==> config.mk <==
export PLATFORM = sky130hd
export DESIGN_NAME = csi2_tx_vc_scheduler
export DESIGN_NICKNAME = d
export VERILOG_FILES = /design/src/rtl/csi2_pkg.sv /design/src/rtl/csi2_rr_arbiter.sv /design/src/rtl/csi2_tx_vc_scheduler.sv
export SDC_FILE = /design/constraint.sdc
export NUM_CORES = 1
export LEC_CHECK = 0
export ABC_AREA = 1
export CAP_MARGIN = 10
export CORE_UTILIZATION = 55
export DETAILED_ROUTE_END_ITERATION = 10
export GPL_TIMING_DRIVEN = 0
export PLACE_DENSITY = 0.83
export SYNTH_ARGS = -nofsm -noshare
export SYNTH_HDL_FRONTEND = slang
export SYNTH_SLANG_ARGS = --single-unit
==> constraint.sdc <==
create_clock -name clk -period 5.4 [get_ports clk]
set_input_delay 0.81 -clock clk [delete_from_list [all_inputs] [get_ports clk]]
set_output_delay 0.81 -clock clk [all_outputs]
set_load 0.01 [all_outputs]
==> src/rtl/csi2_pkg.sv <==
// rtl/csi2_pkg.sv - shared CSI-2 TX scheduler types, data-type codes and helpers
// Provides: DT_* data-type codes, frame-number width, VC index width,
//           scheduler state enum, frame-number increment helper.
package csi2_pkg;

    localparam logic [5:0] DT_FS       = 6'h00;
    localparam logic [5:0] DT_FE       = 6'h01;
    localparam logic [5:0] DT_LS       = 6'h02;
    localparam logic [5:0] DT_LE       = 6'h03;
    localparam logic [5:0] DT_LONG_MIN = 6'h10;

    localparam int FNUM_W = 16;
    localparam int VC_W   = 2;

    typedef enum logic [2:0] {
        S_IDLE,
        S_ARB,
        S_HDR,
        S_PAYLOAD,
        S_GAP
    } state_t;

    // Frame numbers skip zero on wrap: 0 means "no frame number" downstream.
    function automatic logic [FNUM_W-1:0] fnum_next(input logic [FNUM_W-1:0] cur);
        return (cur == '1) ? FNUM_W'(1) : cur + FNUM_W'(1);
    endfunction

endpackage

==> src/rtl/csi2_rr_arbiter.sv <==
// rtl/csi2_rr_arbiter.sv - combinational round-robin arbiter
// Ports: req_i   request vector
//        ptr_i   first index eligible this round
//        grant_o one-hot grant, idx_o grant index, any_o any request present
module csi2_rr_arbiter
    import csi2_pkg::*;
#(
    parameter int NUM_VC = 4
) (
    input  logic [NUM_VC-1:0] req_i,
    input  logic [VC_W-1:0]   ptr_i,
    output logic [NUM_VC-1:0] grant_o,
    output logic [VC_W-1:0]   idx_o,
    output logic              any_o
);

    localparam int CW = VC_W + 1;

    logic [CW-1:0] cand;
    logic          found;

    // Scan NUM_VC positions starting at ptr_i, wrapping modulo NUM_VC.
    always_comb begin
        grant_o = '0;
        idx_o   = '0;
        found   = 1'b0;
        cand    = '0;
        for (int i = 0; i < NUM_VC; i++) begin
            cand = {1'b0, ptr_i} + CW'(i);
            if (cand >= CW'(NUM_VC)) begin
                cand = cand - CW'(NUM_VC);
            end
            if (!found && req_i[cand[VC_W-1:0]]) begin
                found                     = 1'b1;
                idx_o                     = cand[VC_W-1:0];
                grant_o[cand[VC_W-1:0]]   = 1'b1;
            end
        end
        any_o = found;
    end

endmodule

==> src/rtl/csi2_tx_vc_scheduler.sv <==
// rtl/csi2_tx_vc_scheduler.sv - per-packet round-robin CSI-2 TX virtual-channel scheduler
// Ports: req_valid/req_ready/req_dt/req_wc  per-VC packet requests
//        pay_valid/pay_ready/pay_data        per-VC payload byte streams
//        hdr_valid/hdr_ready/hdr_vc/dt/wc    header handshake to packet builder
//        out_valid/out_ready/out_data/last   payload byte stream to packet builder
//        busy, proto_err (pulse), err_vc (held)
module csi2_tx_vc_scheduler
    import csi2_pkg::*;
#(
    parameter int NUM_VC     = 4,
    parameter int GAP_CYCLES = 8
) (
    input  logic                   clk,
    input  logic                   reset_n,
    input  logic [NUM_VC-1:0]      req_valid,
    output logic [NUM_VC-1:0]      req_ready,
    input  logic [6*NUM_VC-1:0]    req_dt,
    input  logic [16*NUM_VC-1:0]   req_wc,
    input  logic [NUM_VC-1:0]      pay_valid,
    output logic [NUM_VC-1:0]      pay_ready,
    input  logic [8*NUM_VC-1:0]    pay_data,
    output logic                   hdr_valid,
    input  logic                   hdr_ready,
    output logic [1:0]             hdr_vc,
    output logic [5:0]             hdr_dt,
    output logic [15:0]            hdr_wc,
    output logic                   out_valid,
    input  logic                   out_ready,
    output logic [7:0]             out_data,
    output logic                   out_last,
    output logic                   busy,
    output logic                   proto_err,
    output logic [1:0]             err_vc
);

    localparam int     GAP_W   = (GAP_CYCLES > 1) ? $clog2(GAP_CYCLES) : 1;
    // A zero-length gap skips the GAP state entirely.
    localparam state_t S_AFTER = (GAP_CYCLES == 0) ? S_IDLE : S_GAP;

    state_t                          state_q, state_d;
    logic [VC_W-1:0]                 rr_ptr_q, rr_ptr_d;
    logic [VC_W-1:0]                 vc_q, vc_d;
    logic [5:0]                      dt_q, dt_d;
    logic [15:0]                     wc_q, wc_d;
    logic [15:0]                     rem_q, rem_d;
    logic [GAP_W-1:0]                gap_q, gap_d;
    logic [NUM_VC-1:0]               frame_active_q, frame_active_d;
    logic [NUM_VC-1:0][FNUM_W-1:0]   frame_num_q;
    logic                            proto_err_q, proto_err_d;
    logic [VC_W-1:0]                 err_vc_q, err_vc_d;
    logic                            fnum_inc;

    logic [NUM_VC-1:0]               win_grant;
    logic [VC_W-1:0]                 win_idx;
    logic                            win_any;
    logic [5:0]                      win_dt;
    logic [15:0]                     win_wc;
    logic [FNUM_W-1:0]               win_fnum;
    logic                            win_legal;

    csi2_rr_arbiter #(.NUM_VC(NUM_VC)) u_arb (
        .req_i   (req_valid),
        .ptr_i   (rr_ptr_q),
        .grant_o (win_grant),
        .idx_o   (win_idx),
        .any_o   (win_any)
    );

    assign win_dt   = req_dt[int'(win_idx)*6 +: 6];
    assign win_wc   = req_wc[int'(win_idx)*16 +: 16];
    assign win_fnum = frame_num_q[win_idx];

    always_comb begin
        win_legal = 1'b1;
        if (win_dt == DT_FS) begin
            win_legal = !frame_active_q[win_idx];
        end else if ((win_dt >= DT_LONG_MIN) || (win_dt inside {DT_FE, DT_LS, DT_LE})) begin
            win_legal = frame_active_q[win_idx];
        end
    end

    always_comb begin
        state_d        = state_q;
        rr_ptr_d       = rr_ptr_q;
        vc_d           = vc_q;
        dt_d           = dt_q;
        wc_d           = wc_q;
        rem_d          = rem_q;
        gap_d          = gap_q;
        frame_active_d = frame_active_q;
        err_vc_d       = err_vc_q;
        proto_err_d    = 1'b0;
        fnum_inc       = 1'b0;
        req_ready      = '0;
        pay_ready      = '0;
        hdr_valid      = 1'b0;
        out_valid      = 1'b0;
        out_data       = '0;
        out_last       = 1'b0;

        case (state_q)
            S_IDLE: begin
                if (|req_valid) state_d = S_ARB;
            end
            S_ARB: begin
                if (win_any) begin
                    req_ready = win_grant;
                    vc_d      = win_idx;
                    dt_d      = win_dt;
                    wc_d      = win_wc;
                    rr_ptr_d  = (win_idx == VC_W'(NUM_VC - 1)) ? '0 : win_idx + 1'b1;
                    if (win_legal) begin
                        state_d = S_HDR;
                        if (win_dt == DT_FS) begin
                            fnum_inc                = 1'b1;
                            wc_d                    = fnum_next(win_fnum);
                            frame_active_d[win_idx] = 1'b1;
                        end else if (win_dt == DT_FE) begin
                            wc_d                    = win_fnum;
                            frame_active_d[win_idx] = 1'b0;
                        end
                    end else begin
                        // Dropped request: consumed, no header, frame state untouched.
                        proto_err_d = 1'b1;
                        err_vc_d    = win_idx;
                        gap_d       = '0;
                        state_d     = S_AFTER;
                    end
                end else begin
                    // Requester withdrew between IDLE and ARB.
                    state_d = S_IDLE;
                end
            end
            S_HDR: begin
                hdr_valid = 1'b1;
                if (hdr_ready) begin
                    gap_d = '0;
                    if ((dt_q >= DT_LONG_MIN) && (wc_q != '0)) begin
                        rem_d   = wc_q;
                        state_d = S_PAYLOAD;
                    end else begin
                        state_d = S_AFTER;
                    end
                end
            end
            S_PAYLOAD: begin
                out_valid         = pay_valid[vc_q];
                out_data          = pay_data[int'(vc_q)*8 +: 8];
                pay_ready[vc_q]   = out_ready;
                out_last          = (rem_q == 16'd1);
                if (out_valid && out_ready) begin
                    rem_d = rem_q - 16'd1;
                    if (rem_q == 16'd1) begin
                        gap_d   = '0;
                        state_d = S_AFTER;
                    end
                end
            end
            S_GAP: begin
                if (gap_q == GAP_W'(GAP_CYCLES - 1)) begin
                    state_d = S_IDLE;
                end else begin
                    gap_d = gap_q + 1'b1;
                end
            end
            default: state_d = S_IDLE;
        endcase
    end

    always_ff @(posedge clk or negedge reset_n) begin
        if (!reset_n) begin
            state_q        <= S_IDLE;
            rr_ptr_q       <= '0;
            vc_q           <= '0;
            dt_q           <= '0;
            wc_q           <= '0;
            rem_q          <= '0;
            gap_q          <= '0;
            frame_active_q <= '0;
            frame_num_q    <= '0;
            proto_err_q    <= 1'b0;
            err_vc_q       <= '0;
        end else begin
            state_q        <= state_d;
            rr_ptr_q       <= rr_ptr_d;
            vc_q           <= vc_d;
            dt_q           <= dt_d;
            wc_q           <= wc_d;
            rem_q          <= rem_d;
            gap_q          <= gap_d;
            frame_active_q <= frame_active_d;
            proto_err_q    <= proto_err_d;
            err_vc_q       <= err_vc_d;
            if (fnum_inc) begin
                frame_num_q[win_idx] <= fnum_next(win_fnum);
            end
        end
    end

    assign hdr_vc    = vc_q;
    assign hdr_dt    = dt_q;
    assign hdr_wc    = wc_q;
    assign busy      = (state_q != S_IDLE);
    assign proto_err = proto_err_q;
    assign err_vc    = err_vc_q;

endmodule

==> impl_metrics.env, run 1 <==
export IMPL_yosys_area_share_simple_pct=36.5
export IMPL_placedCellCount=1576
export IMPL_syn_nets=1362
export IMPL_ys_types=52
export IMPL_synth_top_cell_area_share_pct=35.2
export IMPL_yosysWarnings=0
export IMPL_cp_common_cell="inv_1"
export IMPL_vias_per_cell=5.72
export IMPL_post_route_min_period_ps=4260
export IMPL_core_area_sq_um=14800
export IMPL_clock_latency_ps=430
export IMPL_nFillCells=1174
export IMPL_post_route_period_util_pct=78.8
export IMPL_drt_iter0_markers=854
export IMPL_dp_hpwl_microns=21300
export IMPL_p_total_uw=8680
export IMPL_num_io_pins=179
export IMPL_grt_pass1_wl_microns=44900
export IMPL_clockBufferDepth=2
export IMPL_avgRoutedWirePerCell_microns=17.4
export IMPL_hold_violations=0
export IMPL_worstMarginPinSlew_ps=706
export IMPL_ys_seq_elements=119
export IMPL_start_util_pct=57.3
export IMPL_numCtsBuffers=17
export IMPL_synth_cells=1213
export IMPL_drive_gt1_share_pct=10.7
export IMPL_yosysMostFrequentCell="nand2_1"
export IMPL_globalRouteMet3Util_pct=8.50
export IMPL_port_buffers=178
export IMPL_status="complete, no violations"
export IMPL_holdBufCountCts=0
export IMPL_setup_slack_ps=1140
export IMPL_synth_compound_area_share_pct=14.8
export IMPL_critPathKind="input port to primary output"
export IMPL_dieArea_sq_um=15900
export IMPL_crit_path_top_delay_cell="nor2_1"
export IMPL_layout_cells_non_filler=1608
export IMPL_peakVddDrop_mv=0.459
export IMPL_crit_path_max_incr_delay_ps=540
export IMPL_p_leak_uw=0.00511
export IMPL_antenna_cells=0
export IMPL_dieHeight_microns=126
export IMPL_postSynthAreaPerCell_sq_um=6.97
export IMPL_rsz0062_at_grt="no"
export IMPL_drt_wl_total_microns=27900
export IMPL_crit_arrival_ps=3450
export IMPL_fin_skew_ps=6.54
export IMPL_ys_async_sr_fraction_pct=100
export IMPL_drt_pass1_iter_count=7
export IMPL_final_seq_area_sq_um=2980
export IMPL_p_per_area_nw_per_um2=783
export IMPL_finalSetupViolations=0
export IMPL_synth_mux_area_share_pct=0.133
export IMPL_r2r_cells=22
export IMPL_fmax_mhz=235
export IMPL_synthesis_area_sq_um=8450
export IMPL_synth_edff_count=0
export IMPL_clk_pin_slew_ps=60
export IMPL_rows=44
export IMPL_htreeDepth=4
export IMPL_clock_sinks=119
export IMPL_root_buffer="clkbuf_16"
export IMPL_synth_area_leaders="dfrtp_1 (35%), nand2_1 (19%), nand3_1 (5.1%)"
export IMPL_overflow=0
export IMPL_fin_nets=1560
export IMPL_ys_seq_area_share_pct=35.2
export IMPL_track_usage_pct=36.2
export IMPL_cp_end_kind="primary output"
export IMPL_grt_start_max_net_pins=66
export IMPL_synth_adder_area_share_pct=2.52
export IMPL_max_cap_viol_count=0
export IMPL_hold_path_class="input port to asynchronous set/reset pin"
export IMPL_synth_xor_area_share_pct=0.829
export IMPL_grt_pass1_vias=8894
export IMPL_area_delta_synth_final_pct=31.2
export IMPL_cts_tree="done"
export IMPL_place_gp_congestion=0.943
export IMPL_slew_violations=0
export IMPL_cts_repair_resized=0
export IMPL_antenna_found_initial=0
export IMPL_num_vias=9192
export IMPL_holdWs_ps=330
export IMPL_grt_use_met1_pct=42.2
export IMPL_multi_input_area_sq_um=4630
export IMPL_die_w_microns=126
export IMPL_cts_setup_buffers=0
export IMPL_synth_main_ff_cell="dfrtp_1"
export IMPL_cp_cell_sequence="clkdlybuf4s50_1 > inv_1 > nand4_1 > inv_1 > nor2_1 > clkbuf_1 > nand2_1 > inv_1 > clkdlybuf4s50_1"
export IMPL_synth_top_family_by_area="simple AND/OR/NAND/NOR gates"
export IMPL_fin_setup_tns_ps=0
export IMPL_top_usage_layer="met2"
export IMPL_synth_common_cells="nand2_1 (422), dfrtp_1 (119), inv_1 (104)"
export IMPL_synth_top_area_cell="dfrtp_1"
export IMPL_pre_cts_slack_ps=929
export IMPL_required_ps=4590
export IMPL_cp_max_fo=10
export IMPL_drc_errors=0
export IMPL_ant_nets=0
export IMPL_use_met2_pct=62.5
export IMPL_start_kind="input port"
export IMPL_slew_headroom_pct=52.8
[final timing paths]
check                                       end            start  slack (ps)
worst max-delay path               req_ready[3]     req_valid[2]        1140
worst min-delay path                  rem_q[10]          reset_n         330
worst max register to register  frame_num_q[43]      rr_ptr_q[0]        1170
worst min register to register  frame_num_q[55]  frame_num_q[55]         470
max in group asynchronous       frame_num_q[25]          reset_n        4360
min in group clk                frame_num_q[55]  frame_num_q[55]         470
[registers in the layout, summed over array words and instances (netlist names), named ones only]
name / cells
frame_num_q: 64
gap_q: 3
proto_err: 1
hdr_wc: 16
rr_ptr_q: 2
hdr_vc: 2
state_q: 3
err_vc: 2
rem_q: 16
hdr_dt: 6
[worst max-delay path, delay by kind of cell]
family | cells | cell delay (ps)
buffers and inverters | 6 | 1800
AND/OR/NAND/NOR | 3 | 830
[stage by stage]
step / util [%] / cell area (sq um)
final: 75.2 / 11100
after global routing: 75.2 / 11100
after CTS: 75.2 / 11100
after detailed placement: 71.1 / 10500
after global placement: 70.9 / 10500
after floorplan: - / 8450
[cells in the final DEF (no fill, tap or decap), types with 14 or more instances in the layout]
cell and count:
ha_1 17, nand3_1 86, clkdlybuf4s50_1 177, a21oi_1 28, clkbuf_16 17, o21ai_1 47, inv_1 104, buf_6 14
dfrtp_1 119, buf_2 14, nor2_1 74, clkbuf_1 19, a22oi_1 20, nand2_1 422, o21ai_0 65, nand2_2 19
[final cells by class]
type / count / share of cell area [%]
timing repair buffer: 179 / 16.3
clock buffer: 19 / 4.08
sequential: 119 / 26.9
multi-input combinational: 915 / 41.8
buffer: 59 / 3.47
inverter: 120 / 4.11
tap: 184 / 2.08
clock inverter: 13 / 1.32
[where the power goes]
group | switching [uW] | internal (uW)
Combinational | 4000 | 2010
Clock | 441 | 708
Sequential | 290 | 1240
[logic make-up (layout without fill, tap and decap cells)]
family / count (synthesis) / count (layout)
fa+ha+maj: 17 / 17
xor+xnor: 8 / 8
mux: 1 / 1
simple gates: 680 / 680
buf+inv: 179 / 390
compound gates: 209 / 209
flops: 119 / 119
[per-layer routing]
metal  part of all wire [%]  routed length (microns)
met2                     49                    13700
met3                    8.6                     2410
met1                     38                    10700
met4                    4.2                     1160
met5                      0                        0
No activity file was read; power rests on OpenSTA's default activity.
==> run 2: changes to the inputs <==
- CORE_UTILIZATION: 55 -> 52
- PLACE_DENSITY: 0.83 -> 0.79
- clock period: 5.4 -> 4.4 ns (I/O delays scaled with it)
==> run 2 against run 1 <==
Non-clock buffer count is 1 lower; die area grew 5.7%; critical path depth increased by 11; largest power group unchanged; highest routed layer unchanged.
==> impl_metrics.env, run 2 (synthesis results as in run 1) <==
export IMPL_root_buffer="clkbuf_16"
export IMPL_clock_latency_ps=430
export IMPL_postLayoutCoreUtil_pct=69.9
export IMPL_crit_arrival_ps=4520
export IMPL_post_route_period_util_pct=95.7
export IMPL_r2r_cells=20
export IMPL_antenna_found_initial=0
export IMPL_num_vias=9160
export IMPL_grt_start_max_net_pins=68
export IMPL_hold_violations=0
export IMPL_cp_max_fo=11
export IMPL_critPathKind="flip-flop to flip-flop"
export IMPL_largest_reg_flops=64
export IMPL_avgRoutedWirePerCell_microns=17.3
export IMPL_ant_nets=0
export IMPL_dieArea_sq_um=16800
export IMPL_drc_errors=0
export IMPL_dieHeight_microns=129
export IMPL_overflow=0
export IMPL_die_w_microns=129
export IMPL_start_kind="flip-flop"
export IMPL_hold_path_class="input port to asynchronous set/reset pin"
export IMPL_start_util_pct=53.2
export IMPL_worstMarginPinSlew_ps=783
export IMPL_fmax_mhz=238
export IMPL_drt_iter0_markers=857
export IMPL_final_cell_mix="nand2_1 (422), clkdlybuf4s50_1 (177), dfrtp_1 (119)"
export IMPL_num_io_pins=179
export IMPL_top_register="frame_num_q"
export IMPL_required_ps=4710
export IMPL_antenna_cells=0
export IMPL_slew_headroom_pct=47.8
export IMPL_top_layer="met4"
export IMPL_nFillCells=1392
export IMPL_port_buffers=178
export IMPL_post_route_min_period_ps=4210
export IMPL_area_delta_synth_final_pct=31.4
export IMPL_drt_pass1_iter_count=5
export IMPL_fin_setup_tns_ps=0
export IMPL_grt_pass1_wl_microns=44500
export IMPL_fin_nets=1559
export IMPL_p_leak_uw=0.00508
export IMPL_layout_commonest_cell="nand2_1"
export IMPL_cts_tree="done"
export IMPL_crit_path_top_delay_cell="dfrtp_1"
export IMPL_clockBufferDepth=2
export IMPL_drive_gt1_share_pct=10.7
export IMPL_rsz0062_at_grt="no"
export IMPL_track_usage_pct=35.0
export IMPL_max_cap_viol_count=0
export IMPL_clock_sinks=119
export IMPL_clk_pin_slew_ps=60
export IMPL_p_per_area_nw_per_um2=960
export IMPL_grt_pass1_vias=8662
export IMPL_wl_met2_microns=13900
export IMPL_place_gp_congestion=0.970
export IMPL_drt_wl_total_microns=28400
export IMPL_crit_path_max_incr_delay_ps=520
export IMPL_htreeDepth=4
export IMPL_rows=46
export IMPL_dr_wl_met3_microns=2330
export IMPL_numCtsBuffers=17
export IMPL_peakVddDrop_mv=0.611
export IMPL_cp_cell_sequence="inv_1 > ha_1 > inv_1 > nand3_1 > nand2_2 > a21oi_1 > nand2_1 > nand2_2 > buf_6 > buf_6 > buf_4 > buf_2 > clkbuf_4 > ha_1 > inv_1 > nor2_4 > inv_2 > buf_2 > nand2_1 > o21ai_1"
export IMPL_cp_common_cell="inv_1"
export IMPL_cp_end_kind="flip-flop"
export IMPL_fin_skew_ps=7.87
export IMPL_slew_violations=0
export IMPL_status="complete, no violations"
export IMPL_core_area_sq_um=15900
export IMPL_vias_per_cell=5.59
export IMPL_dp_hpwl_microns=21200
export IMPL_finalSetupViolations=0
export IMPL_m1WireLength_microns=11200
==> run 2: changes by cell type in the layout (fill, tap and decap cells not counted) <==
| cell | before | now |
|---|---|---|
| clkbuf_1 | 19 | 20 |
| buf_1 | 4 | 3 |
| bufinv_16 | 2 | 1 |
| inv_6 | 3 | 2 |
| clkinvlp_4 | 2 | 6 |
| buf_2 | 14 | 13 |
| clkbuf_8 | 2 | 1 |
| clkinv_2 | 2 | 1 |
| xor2_2 | 0 | 1 |
| clkbuf_4 | 0 | 1 |
| xor2_1 | 8 | 7 |
| clkinv_4 | 4 | 3 |
==> run 2: repair_timing <==
item / CTS / global route
setup endpoints to repair: 0 / 31
hold buffers: 0 / 0
gates resized for setup: 0 / 2
buffers inserted: 0 / 0
==> run 2: path summary, 6_finish.rpt <==
path                                 start               to  slack [ps]
min in group clk           frame_num_q[50]  frame_num_q[50]         480
max in group asynchronous          reset_n  frame_num_q[26]        3510
min reg2reg                frame_num_q[50]  frame_num_q[50]         480
max                            rr_ptr_q[1]  frame_num_q[43]         190
min                                reset_n        err_vc[0]         180
max reg2reg                    rr_ptr_q[1]  frame_num_q[43]         190
==> run 2: metal layers <==
metal  vias up  GRT usage [%]
li1       4356              -
met1      4305           41.0
met2       416           61.2
met3        83           7.47
met4         0           16.9
met5         -              0
==> run 2: final cells by class <==
cell class | instances | area [sq um] | share of cell area, %
clock inverter | 13 | 124 | 1.12
tap | 216 | 270 | 2.43
clock buffer | 19 | 443 | 3.99
buffer | 58 | 384 | 3.46
inverter | 120 | 455 | 4.10
multi-input combinational | 915 | 4640 | 41.8
timing repair buffer | 179 | 1810 | 16.3
sequential | 119 | 2980 | 26.8
==> run 2: critical path: cells and delay by family, from the launching register on <==
family                   cells  cell delay [ps]
AND/OR/NAND/NOR              6              750
flip-flops                   1              520
buffers and inverters       10             1940
adder cells (fa/ha/maj)      2              640
AO/OA/AOI/OAI                2              210
==> run 2: report_power, final <==
group | internal (uW) | switching, uW | total [uW]
Clock | 793 | 547 | 1340
Sequential | 1520 | 354 | 1870
Combinational | 2480 | 4970 | 7450
==> run 2: per-stage QoR <==
step | worst slack, ps | hold slack, ps | area, sq um | cells | power [uW]
after floorplan | 1110 | 364 | 8450 | 1213 | 6860
after global placement | -2020 | 457 | 10500 | 1607 | 9020
after detailed placement | 31.9 | 465 | 10500 | 1608 | 9130
after CTS | 215 | 199 | 11100 | 1640 | 10500
after global routing | 5.43 | 221 | 11100 | 1639 | 11500
final | 191 | 177 | 11100 | 1639 | 10700
==> run 3: changes to the inputs <==
- CORE_UTILIZATION: 52 -> 48
- PLACE_DENSITY: 0.79 -> 0.74
==> run 3 against run 2 <==
Global-route usage shrank 4.2 points; die area grew 8.2%; first-iteration DRC count shrank 39%; sequential power is essentially flat.
==> impl_metrics.env, run 3 (synthesis results as in run 1) <==
export IMPL_grt_start_max_net_pins=66
export IMPL_drc_errors=0
export IMPL_crit_arrival_ps=4470
export IMPL_r2r_setup_slack_ps=240
export IMPL_slew_headroom_pct=53.6
export IMPL_peakVddDrop_mv=0.475
export IMPL_status="complete, no violations"
export IMPL_clock_latency_ps=430
export IMPL_area_delta_synth_final_pct=31.9
export IMPL_fin_nets=1560
export IMPL_antenna_found_initial=1
export IMPL_p_leak_uw=0.00509
export IMPL_r2r_cells=20
export IMPL_fmax_mhz=240
export IMPL_post_route_min_period_ps=4160
export IMPL_placedCellCount=1617
export IMPL_cts_repair_resized=0
export IMPL_p_seq_share_pct=17.6
export IMPL_start_util_pct=49.0
export IMPL_vias_per_cell=5.41
export IMPL_p_per_area_nw_per_um2=947
export IMPL_final_cell_mix="nand2_1 (422), clkdlybuf4s50_1 (177), dfrtp_1 (119)"
export IMPL_holdWs_ps=176
export IMPL_r2r_start="rr_ptr_q[1]"
export IMPL_die_w_microns=135
export IMPL_r2r_end="frame_num_q[43]"
export IMPL_port_buffers=178
export IMPL_internal_power_uw=4870
export IMPL_root_buffer="clkbuf_16"
export IMPL_dieHeight_microns=135
export IMPL_p_total_uw=10600
export IMPL_critPathKind="flip-flop to flip-flop"
export IMPL_grt_pass1_wl_microns=43000
export IMPL_critPathLaunch="rr_ptr_q[1]"
export IMPL_drt_iter0_markers=527
export IMPL_post_route_period_util_pct=94.5
export IMPL_drt_wl_total_microns=27500
export IMPL_p_comb_share_pct=69.2
export IMPL_top_register="frame_num_q"
export IMPL_rsz0062_at_grt="no"
export IMPL_swShare_pct=53.9
export IMPL_place_gp_congestion=0.932
export IMPL_fin_skew_ps=7.64
export IMPL_power_switching_uw=5680
export IMPL_holdBufCountCts=0
export IMPL_clockPowerShare_pct=13.2
export IMPL_num_vias=8916
export IMPL_slew_violations=0
export IMPL_track_usage_pct=30.8
export IMPL_rows=48
export IMPL_ant_nets=0
export IMPL_overflow=0
export IMPL_cp_max_fo=11
export IMPL_cp_end_kind="flip-flop"
export IMPL_clockBufferDepth=2
export IMPL_drive_gt1_share_pct=10.6
export IMPL_clk_pin_slew_ps=60
export IMPL_pre_cts_slack_ps=129
export IMPL_grt_pass1_vias=8537
export IMPL_layout_commonest_cell="nand2_1"
export IMPL_hold_violations=0
export IMPL_largest_reg_flops=64
export IMPL_finalSetupViolations=0
export IMPL_avgRoutedWirePerCell_microns=16.7
export IMPL_dieArea_sq_um=18100
export IMPL_numCtsBuffers=17
export IMPL_required_ps=4710
export IMPL_setup_slack_ps=240
export IMPL_layout_cells_non_filler=1649
export IMPL_start_kind="flip-flop"
export IMPL_worstMarginPinSlew_ps=693
export IMPL_cts_setup_buffers=0
export IMPL_cts_tree="done"
export IMPL_hold_path_class="input port to asynchronous set/reset pin"
export IMPL_core_area_sq_um=17200
export IMPL_max_cap_viol_count=0
export IMPL_clock_sinks=119
export IMPL_dp_hpwl_microns=21200
export IMPL_num_io_pins=179
export IMPL_htreeDepth=4
export IMPL_drt_pass1_iter_count=5
==> run 3: stage by stage <==
step | TNS (ps) | cell area (sq um) | util [%]
after global placement | -238780 | 10500 | 61.0
after detailed placement | 0 | 10500 | 61.2
final | 0 | 11100 | 64.6
after floorplan | 0 | 8450 | -
after global routing | 0 | 11100 | 64.6
after CTS | 0 | 11100 | 64.6
==> run 3: metal layers <==
metal / global-route usage, % / vias to the layer above / part of all wire [%]
li1: - / 4372 / -
met1: 36.8 / 4138 / 40
met2: 54.2 / 343 / 49
met3: 6.23 / 63 / 7.6
met4: 12.2 / 0 / 3.1
met5: 0 / - / 0
==> run 3: area by class of cell <==
class	instances	area, sq um
fillers	1542	6090
multi-input cells	915	4640
flip-flops and latches	119	2980
repair buffers	179	1810
clock buffers	21	470
inverters	120	455
plain buffers	59	385
well taps	225	282
clock inverters	10	120
diodes	1	2.50
==> run 3: power by group through the flow <==
stage | Clock, uW | Combinational [uW] | Sequential (uW)
after global routing | 1450 | 8030 | 1900
after CTS | 1400 | 7240 | 1850
after global placement | 0 | 7100 | 1850
after detailed placement | 0 | 7190 | 1860
final | 1400 | 7300 | 1860
after floorplan | 0 | 5040 | 1820
==> run 3: critical path, stage by stage, from the launching register on <==
cell	delay [ps]
dfrtp_1	540
inv_1	240
ha_1	420
inv_1	100
nand3_1	100
nand2_2	100
a21oi_1	150
nand2_1	140
nand2_2	140
buf_6	150
buf_6	170
buf_4	190
buf_2	260
buf_2	300
ha_1	220
inv_1	70
nor2_4	190
inv_2	160
buf_2	240
nand2_1	80
o21ai_1	60
==> run 3: worst max path at each step <==
| stage | endpoint | cells after the start |
|---|---|---|
| after floorplan | hdr_wc[5] | 26 |
| after global placement | frame_num_q[19] | 1 |
| after detailed placement | hdr_wc[6] | 22 |
| after CTS | hdr_wc[6] | 24 |
| after global routing | frame_num_q[45] | 20 |
| final | frame_num_q[43] | 20 |
